===== config.mk =====
export PLATFORM = sky130hd
export DESIGN_NAME = avalon_arb_2x1
export DESIGN_NICKNAME = d
export VERILOG_FILES = /design/src/rtl/avalon_arb_2x1.sv
export SDC_FILE = /design/constraint.sdc
export NUM_CORES = 1
export LEC_CHECK = 0
export BUFFER_PORTS_ARGS = -buffer_cell sky130_fd_sc_hd__buf_4
export CORE_AREA = 2 2 119 121
export DETAILED_ROUTE_END_ITERATION = 6
export DIE_AREA = 0 0 121 123
export HOLD_SLACK_MARGIN = 0.06
export PLACE_DENSITY = 0.61
export SETUP_SLACK_MARGIN = 0.15
export SKIP_CTS_REPAIR_TIMING = 1
export SYNTH_ARGS = -nofsm -noshare
export SYNTH_HDL_FRONTEND = slang
export SYNTH_SLANG_ARGS = --single-unit

===== constraint.sdc =====
create_clock -name clk -period 2.7 [get_ports clk]
set_input_delay 0.54 -clock clk [delete_from_list [all_inputs] [get_ports clk]]
set_output_delay 0.54 -clock clk [all_outputs]
set_load 0.01 [all_outputs]

===== src/rtl/avalon_arb_2x1.sv =====
// Two-master, one-slave arbiter for the request/ready/read-valid interface.
// Round-robin grant locked until accept; a read-ID FIFO routes in-order responses.
module avalon_arb_2x1 #(
   parameter int unsigned ADDR_WIDTH  = 32,
   parameter int unsigned DATA_WIDTH  = 32,
   parameter int unsigned MAX_PENDING = 8
) (
   input  logic                           clk,
   input  logic                           rst_n,
   // master 0
   input  logic [ADDR_WIDTH-1:0]          m0_address,
   input  logic [DATA_WIDTH-1:0]          m0_write_data,
   input  logic                           m0_write_req,
   input  logic                           m0_read_req,
   output logic                           m0_ready,
   output logic [DATA_WIDTH-1:0]          m0_read_data,
   output logic                           m0_read_data_valid,
   // master 1
   input  logic [ADDR_WIDTH-1:0]          m1_address,
   input  logic [DATA_WIDTH-1:0]          m1_write_data,
   input  logic                           m1_write_req,
   input  logic                           m1_read_req,
   output logic                           m1_ready,
   output logic [DATA_WIDTH-1:0]          m1_read_data,
   output logic                           m1_read_data_valid,
   // slave
   output logic [ADDR_WIDTH-1:0]          slave_address,
   output logic [DATA_WIDTH-1:0]          slave_write_data,
   output logic                           slave_write_req,
   output logic                           slave_read_req,
   input  logic                           slave_ready,
   input  logic [DATA_WIDTH-1:0]          slave_read_data,
   input  logic                           slave_read_data_valid,
   // status
   output logic [$clog2(MAX_PENDING):0]   pending_reads,
   output logic                           err_unexpected_rdv
);

   localparam int unsigned PtrW = $clog2(MAX_PENDING);
   localparam int unsigned CntW = PtrW + 1;

   typedef enum logic [0:0] {StIdle, StGrant} state_e;

   state_e state_q, state_d;
   logic   owner_q, owner_d;
   logic   last_grant_q, last_grant_d;

   logic [MAX_PENDING-1:0] id_mem_q;
   logic [PtrW-1:0]        wr_ptr_q, rd_ptr_q;
   logic [CntW-1:0]        count_q, count_d;
   logic                   err_q;

   logic req0, req1;
   logic own_wr, own_rd;
   logic fifo_full, fifo_empty;
   logic accept, push, pop, head;

   assign req0       = m0_write_req | m0_read_req;
   assign req1       = m1_write_req | m1_read_req;
   assign own_wr     = owner_q ? m1_write_req : m0_write_req;
   assign own_rd     = owner_q ? m1_read_req  : m0_read_req;
   assign fifo_full  = (count_q == CntW'(MAX_PENDING));
   assign fifo_empty = (count_q == '0);

   // Arbitration FSM: next state and slave-side outputs
   always_comb begin
      state_d          = state_q;
      owner_d          = owner_q;
      last_grant_d     = last_grant_q;
      slave_address    = '0;
      slave_write_data = '0;
      slave_write_req  = 1'b0;
      slave_read_req   = 1'b0;
      m0_ready         = 1'b0;
      m1_ready         = 1'b0;
      accept           = 1'b0;
      push             = 1'b0;
      unique case (state_q)
         StIdle: begin
            if (req0 && req1) begin
               state_d = StGrant;
               owner_d = ~last_grant_q;
            end else if (req0) begin
               state_d = StGrant;
               owner_d = 1'b0;
            end else if (req1) begin
               state_d = StGrant;
               owner_d = 1'b1;
            end
         end
         StGrant: begin
            slave_address    = owner_q ? m1_address : m0_address;
            slave_write_data = owner_q ? m1_write_data : m0_write_data;
            slave_write_req  = own_wr;
            // A simultaneous write wins; the read is never forwarded with it.
            slave_read_req   = own_rd & ~own_wr & ~fifo_full;
            accept           = slave_ready & (own_wr | (own_rd & ~fifo_full));
            m0_ready         = accept & ~owner_q;
            m1_ready         = accept & owner_q;
            if (accept) begin
               state_d      = StIdle;
               last_grant_d = owner_q;
               push         = ~own_wr & own_rd;
            end else if (!own_wr && !own_rd) begin
               state_d = StIdle;
            end
         end
         default: state_d = StIdle;
      endcase
   end

   always_ff @(posedge clk or negedge rst_n) begin
      if (!rst_n) begin
         state_q      <= StIdle;
         owner_q      <= 1'b0;
         last_grant_q <= 1'b1;
      end else begin
         state_q      <= state_d;
         owner_q      <= owner_d;
         last_grant_q <= last_grant_d;
      end
   end

   // Read-ID FIFO and response routing
   assign pop  = slave_read_data_valid & ~fifo_empty;
   assign head = id_mem_q[rd_ptr_q];

   always_comb begin
      count_d = count_q;
      unique case ({push, pop})
         2'b10:   count_d = count_q + CntW'(1);
         2'b01:   count_d = count_q - CntW'(1);
         default: count_d = count_q;
      endcase
   end

   always_ff @(posedge clk or negedge rst_n) begin
      if (!rst_n) begin
         id_mem_q <= '0;
         wr_ptr_q <= '0;
         rd_ptr_q <= '0;
         count_q  <= '0;
         err_q    <= 1'b0;
      end else begin
         if (push) begin
            id_mem_q[wr_ptr_q] <= owner_q;
            wr_ptr_q           <= wr_ptr_q + PtrW'(1);
         end
         if (pop) begin
            rd_ptr_q <= rd_ptr_q + PtrW'(1);
         end
         count_q <= count_d;
         if (slave_read_data_valid && fifo_empty) begin
            err_q <= 1'b1;
         end
      end
   end

   assign m0_read_data       = slave_read_data;
   assign m1_read_data       = slave_read_data;
   assign m0_read_data_valid = pop & ~head;
   assign m1_read_data_valid = pop & head;
   assign pending_reads      = count_q;
   assign err_unexpected_rdv = err_q;

endmodule


== After elaboration in Yosys (flattened, before gate mapping) ==
Index checks and enable logic that the tools add are counted.

* Register bits: 22
* Input bits: 168
* Output and inout port bits: 139
* Logic and storage cells: 75

* Add/subtract/negate cells: 4
* Magnitude comparators: 3
* Eq/ne operators: 3
* Multiplexer cells: 27
* Bitwise operators: 19
* Reduce and logical (&&, ||, !) cells: 11

{| class="wikitable"
|+ Operators by type and width
! kind !! number
|-
| 32-bit two-way mux || 4
|-
| 1-bit two-way mux || 18
|-
| 1-bit AND || 9
|-
| 8-bit bitwise mux || 1
|-
| 3-bit by 4-bit less-than comparator with 1-bit output (second input constant) || 2
|-
| 4-bit case mux with 2 select lines || 1
|-
| 1-bit inverter || 7
|-
| 3-bit by 1-bit adder with 3-bit output (second input constant) || 2
|-
| 4-bit by 1-bit adder with 4-bit output (second input constant) || 1
|-
| 4-bit equality test (second input constant) || 1
|-
| 1-bit logical AND || 4
|-
| 4-bit logical NOT || 1
|-
| 2-bit AND reduction || 2
|-
| 4-bit by 1-bit subtractor with 4-bit output (second input constant) || 1
|-
| 1-bit binary-select mux with 3-bit select || 1
|-
| 1-bit demux with 3-bit select || 1
|-
| 3-bit by 1-bit >= comparator with 1-bit output (second input constant) || 1
|-
| 1-bit OR || 3
|-
| 3-bit nonzero test || 1
|-
| 2-bit by 1-bit equality test with 1-bit output (second input constant) || 1
|-
| 2-bit equality test (second input constant) || 1
|-
| 1-bit logical NOT || 2
|-
| 1-bit case mux with 2 select lines || 1
|-
| 2-bit nonzero test || 1
|}

== Depth between registers and ports, before layout ==
* Depth after elaboration: 9
* Depth in mapped cells: 11
* Gate-level depth less buffers: 10

== Least setup slack after synthesis ==
No wires, ideal clock.

* Path kind: flip-flop to flip-flop
* From: reg count_q[1] (netlist: pending_reads[1])
* To: reg count_q[2] (netlist: pending_reads[2])
* Library setup time: 0.132 ns
* Arrival: 2.166 ns
* Required time: 2.568 ns
* Slack: 0.403 ns
* Stages on the path, launching flop included: 12
* Period minus slack after synthesis: 2.297 ns
* Cell sequence: dfrtp_1 clkbuf_2 nor4_1 nand2b_1 inv_1 ha_1 xor2_1 ha_1 a21oi_1 xor2_1 nor2_1 xor2_1

{| class="wikitable"
|+ RTL lines
! what !! RTL line !! text
|-
| from (decl) || 50 || <nowiki>logic [CntW-1:0] count_q, count_d;</nowiki>
|-
| from (signal assigned) || 152 || <nowiki>count_q <= count_d;</nowiki>
|-
| 4-bit logical NOT (*) || 63 || <nowiki>assign fifo_empty = (count_q == '0);</nowiki>
|-
| 1-bit inverter (*) || 125 || <nowiki>assign pop = slave_read_data_valid & ~fifo_empty;</nowiki>
|-
| 1-bit AND (*) || 125 ||
|-
| named net pop || 56 || <nowiki>logic accept, push, pop, head;</nowiki>
|-
| 2-bit by 1-bit equality test with 1-bit output / 2-bit equality test (equally long branches) || 130 || <nowiki>unique case ({push, pop})</nowiki>
|-
| 4-bit case mux with 2 select lines / 2-bit nonzero test (equally long branches) || -- ||
|}

The timed path passes the listed nets; every way through them passes the cells marked *.
A chain may end at the register's enable or synchronous reset.

== Final worst setup path ==
* From: reg count_q[2] (netlist: pending_reads[2])
* To: reg count_q[3] (netlist: pending_reads[3])

The elaborated chain is that of the path after synthesis.

==> results by group <==
Outcome
  – Status: complete, no violations

Job
  – Max-cap violations: 0

STA
  – Final setup violation count: 0
  – RSZ-0062 raised after global routing: no
  – Crit share post-route: between 90% and 100%
  – Count of pins over their slew limit: 0
  – Measured slew at the worst slew-check pin: 0.604 ns
  – Max_slew headroom: 59.8%
  – Setup Skew: roughly 0.0028 ns
  – Setup TNS: 0 ns
  – Tmin final: ~2.4 ns
  – Final hold vios: 0
  – Achievable Freq: ~410 MHz

Logic synthesis
  – Sequential share of the synthesized area: between 10% and 20%
  – Synth warn: 0
  – #FFs+latches synth: 22
  – Mapped Cells: 322
  – Synth area leaders: mux2i_1 (24%), dfrtp_1 (19%), buf_4 (17%)
  – Ys flop type: dfrtp_1
  – Syn_nets: roughly 500
  – Post-synth top cells: mux2i_1 (67), buf_4 (66), nor2b_1 (65)
  – Yosys top cell by area: mux2i_1
  – Netlist Area Pre-Place: approximately 2800 µm²
  – Post-synth cell types: 35
  – Count leader, synth: mux2i_1
  – Number of synthesized flops with an enable pin: 0
  – Asr flop ratio synth: 100%
  – Mean post-synth cell area: approximately 8.8 µm²
  – Yosys top cell area share: a little under a quarter

Power and ir drop
  – VDD IR max: roughly 0.00074 V
  – Leak Pwr: ~0.0022 µW
  – Power Density: just over 900 nW/µm²
  – Total power: slightly below 4000 µW

Floorplan
  – Total die area: about 15000 µm²
  – Die height: about 120 µm
  – Core area: about 14000 µm²
  – Top Ports: just over 300
  – Num rows: 43
  – Initial Util: 20.8%
  – Die width: ~120 µm

Drt
  – Per-cell routed wire length: ~13 µm
  – DRC viols: 0
  – Via count: between 2000 and 3000
  – Vias per cell: approximately 4.2
  – 1st-pass router iterations: 4
  – DRT Wirelength: ~8400 µm
  – Initial drt markers: 47
  – Final antenna-violating net count: 0

Worst setup path
  – Worst Reg-to-Reg Cells: 8
  – RR Startpoint: pending_reads[2]$_DFFE_PN0P_
  – Crit path max fanout: 6
  – Required time worst endpoint: ~2.9 ns
  – R2R Path End: pending_reads[3]$_DFFE_PN0P_
  – R2R setup slack: roughly 0.26 ns
  – Startpoint Class: register
  – Crit end category: register
  – Start point of the critical path: pending_reads[2]$_DFFE_PN0P_
  – Setup CP Type: register to register
  – Arr. time, crit path: 2.62 ns

CTS
  – TritonCTS Sinks: 22
  – Max H-tree Level: 1
  – Clock slew at reported path FFs: ~0.060 ns
  – CTS Buf Count: 3
  – Clock Tree Root: clkbuf_16
  – Clock tree buffer depth: 2
  – CTS tree: done
  – Clk_lat worst skew: 0.26 ns

Global routing
  – First-pass GRT wire length: 12300 µm
  – Largest net degree at the start of global routing: 76
  – Vias in the first global route: 2576
  – Grt total ovfl: 0
  – Tot GR Track Use: 9.92%
  – Antenna violations before repair: 0

Layout
  – # diodes: 0
  – Layout area overhead: 49.1%
  – # nets final: 630
  – Fraction of layout cells with a size suffix above 1: about 52%

Place
  – GP Congestion: 0.742
  – Buffers added on ports: 210
  – HPWL Detailed: between 6000 and 7000 µm

Worst hold path
  – HP Class: input port to async pin
==> routing by layer <==
layer,share of wire [%],global-route usage [%],up-vias
li1,-,-,1286
met1,37,11.8,1198
met2,51,17.2,150
met3,9.4,2.08,23
met4,3.1,4.36,0
met5,0,0,-
==> cell type report <==
| type | count | area [µm²] |
|---|---|---|
| Fill cell | 1411 | 9380 |
| Multi-Input combinational cell | 213 | 1720 |
| Timing Repair Buffer | 215 | 1610 |
| Sequential cell | 22 | 557 |
| Tap cell | 180 | 225 |
| Clock buffer | 3 | 75.1 |
| Clock inverter | 1 | 30.0 |
| Inverter | 2 | 7.51 |
==> flip-flops by register name, summed over array words and instances (netlist names) <==
| register | cells |
|---|---|
| wr_ptr_q | 3 |
| state_q | 1 |
| owner_q | 1 |
| last_grant_q | 1 |
| err_unexpected_rdv | 1 |
| pending_reads | 4 |
| rd_ptr_q | 3 |
| id_mem_q | 8 |
==> cell usage in the layout (no fill, tap or decap), types with 2 or more instances in the layout <==
| master | n |
|---|---|
| a21o_1 | 3 |
| a21oi_1 | 2 |
| buf_4 | 215 |
| clkbuf_16 | 3 |
| dfrtp_1 | 19 |
| ha_1 | 4 |
| inv_1 | 2 |
| mux2_1 | 3 |
| mux2_2 | 7 |
| mux2i_1 | 67 |
| mux4_2 | 2 |
| nand2_1 | 8 |
| nand3_1 | 6 |
| nand4_1 | 4 |
| nand4b_1 | 2 |
| nor2_1 | 13 |
| nor2b_1 | 65 |
| nor3b_1 | 2 |
| nor4bb_1 | 2 |
| o21ai_0 | 2 |
| xnor2_1 | 5 |
| xor2_1 | 4 |
==> through the flow <==
step                      cells  utilization [%]  setup slack (ns)  instance area, µm²  hold slack (ns)
final                       636             31.1             0.260                4230            0.163
after detailed placement    632             30.1             0.219                4100            0.450
after global routing        636             31.1             0.120                4230            0.185
after CTS                   636             30.9             0.201                4210            0.174
after global placement      632             30.1             0.276                4100            0.446
after floorplan             322                -             0.403                2840            0.244
==> worst max-delay path by stage <==
stage | endpoint | depth (start not counted)
floorplan | pending_reads[2]$_DFFE_PN0P_ | 11
global placement | pending_reads[2]$_DFFE_PN0P_ | 11
detailed placement | pending_reads[2]$_DFFE_PN0P_ | 10
CTS | pending_reads[2]$_DFFE_PN0P_ | 10
global route | pending_reads[2]$_DFFE_PN0P_ | 10
finish | pending_reads[3]$_DFFE_PN0P_ | 8
==> worst max-delay path, cell delays in order, from the launching register on <==
cell and delay (ns):
dfrtp_1 0.49, nor4_2 0.38, nand2b_2 0.23, inv_1 0.09, ha_1 0.24, nor4bb_1 0.41, mux2i_1 0.13, a21oi_1 0.22
xor2_1 0.17
==> power by group <==
part,internal [µW],switching [µW]
clock network,294,121
logic,1490,1240
registers,497,209
==> cell families (layout without fill, tap and decap cells) <==
kind of cell               after synthesis  in the layout  synth area share, %
and+or+nand+nor                        110            110                 23.1
buffers and inverters                   87            221                 20.6
muxes                                   79             79                 29.2
DFF                                     22             22                 19.5
AOI/OAI and AO/OA                       10             10                 2.60
xor gates and xnor gates                 9              9                 2.78
adders and majority gates                5              5                 2.21
Note: power is estimated with default switching activity, not from simulation.
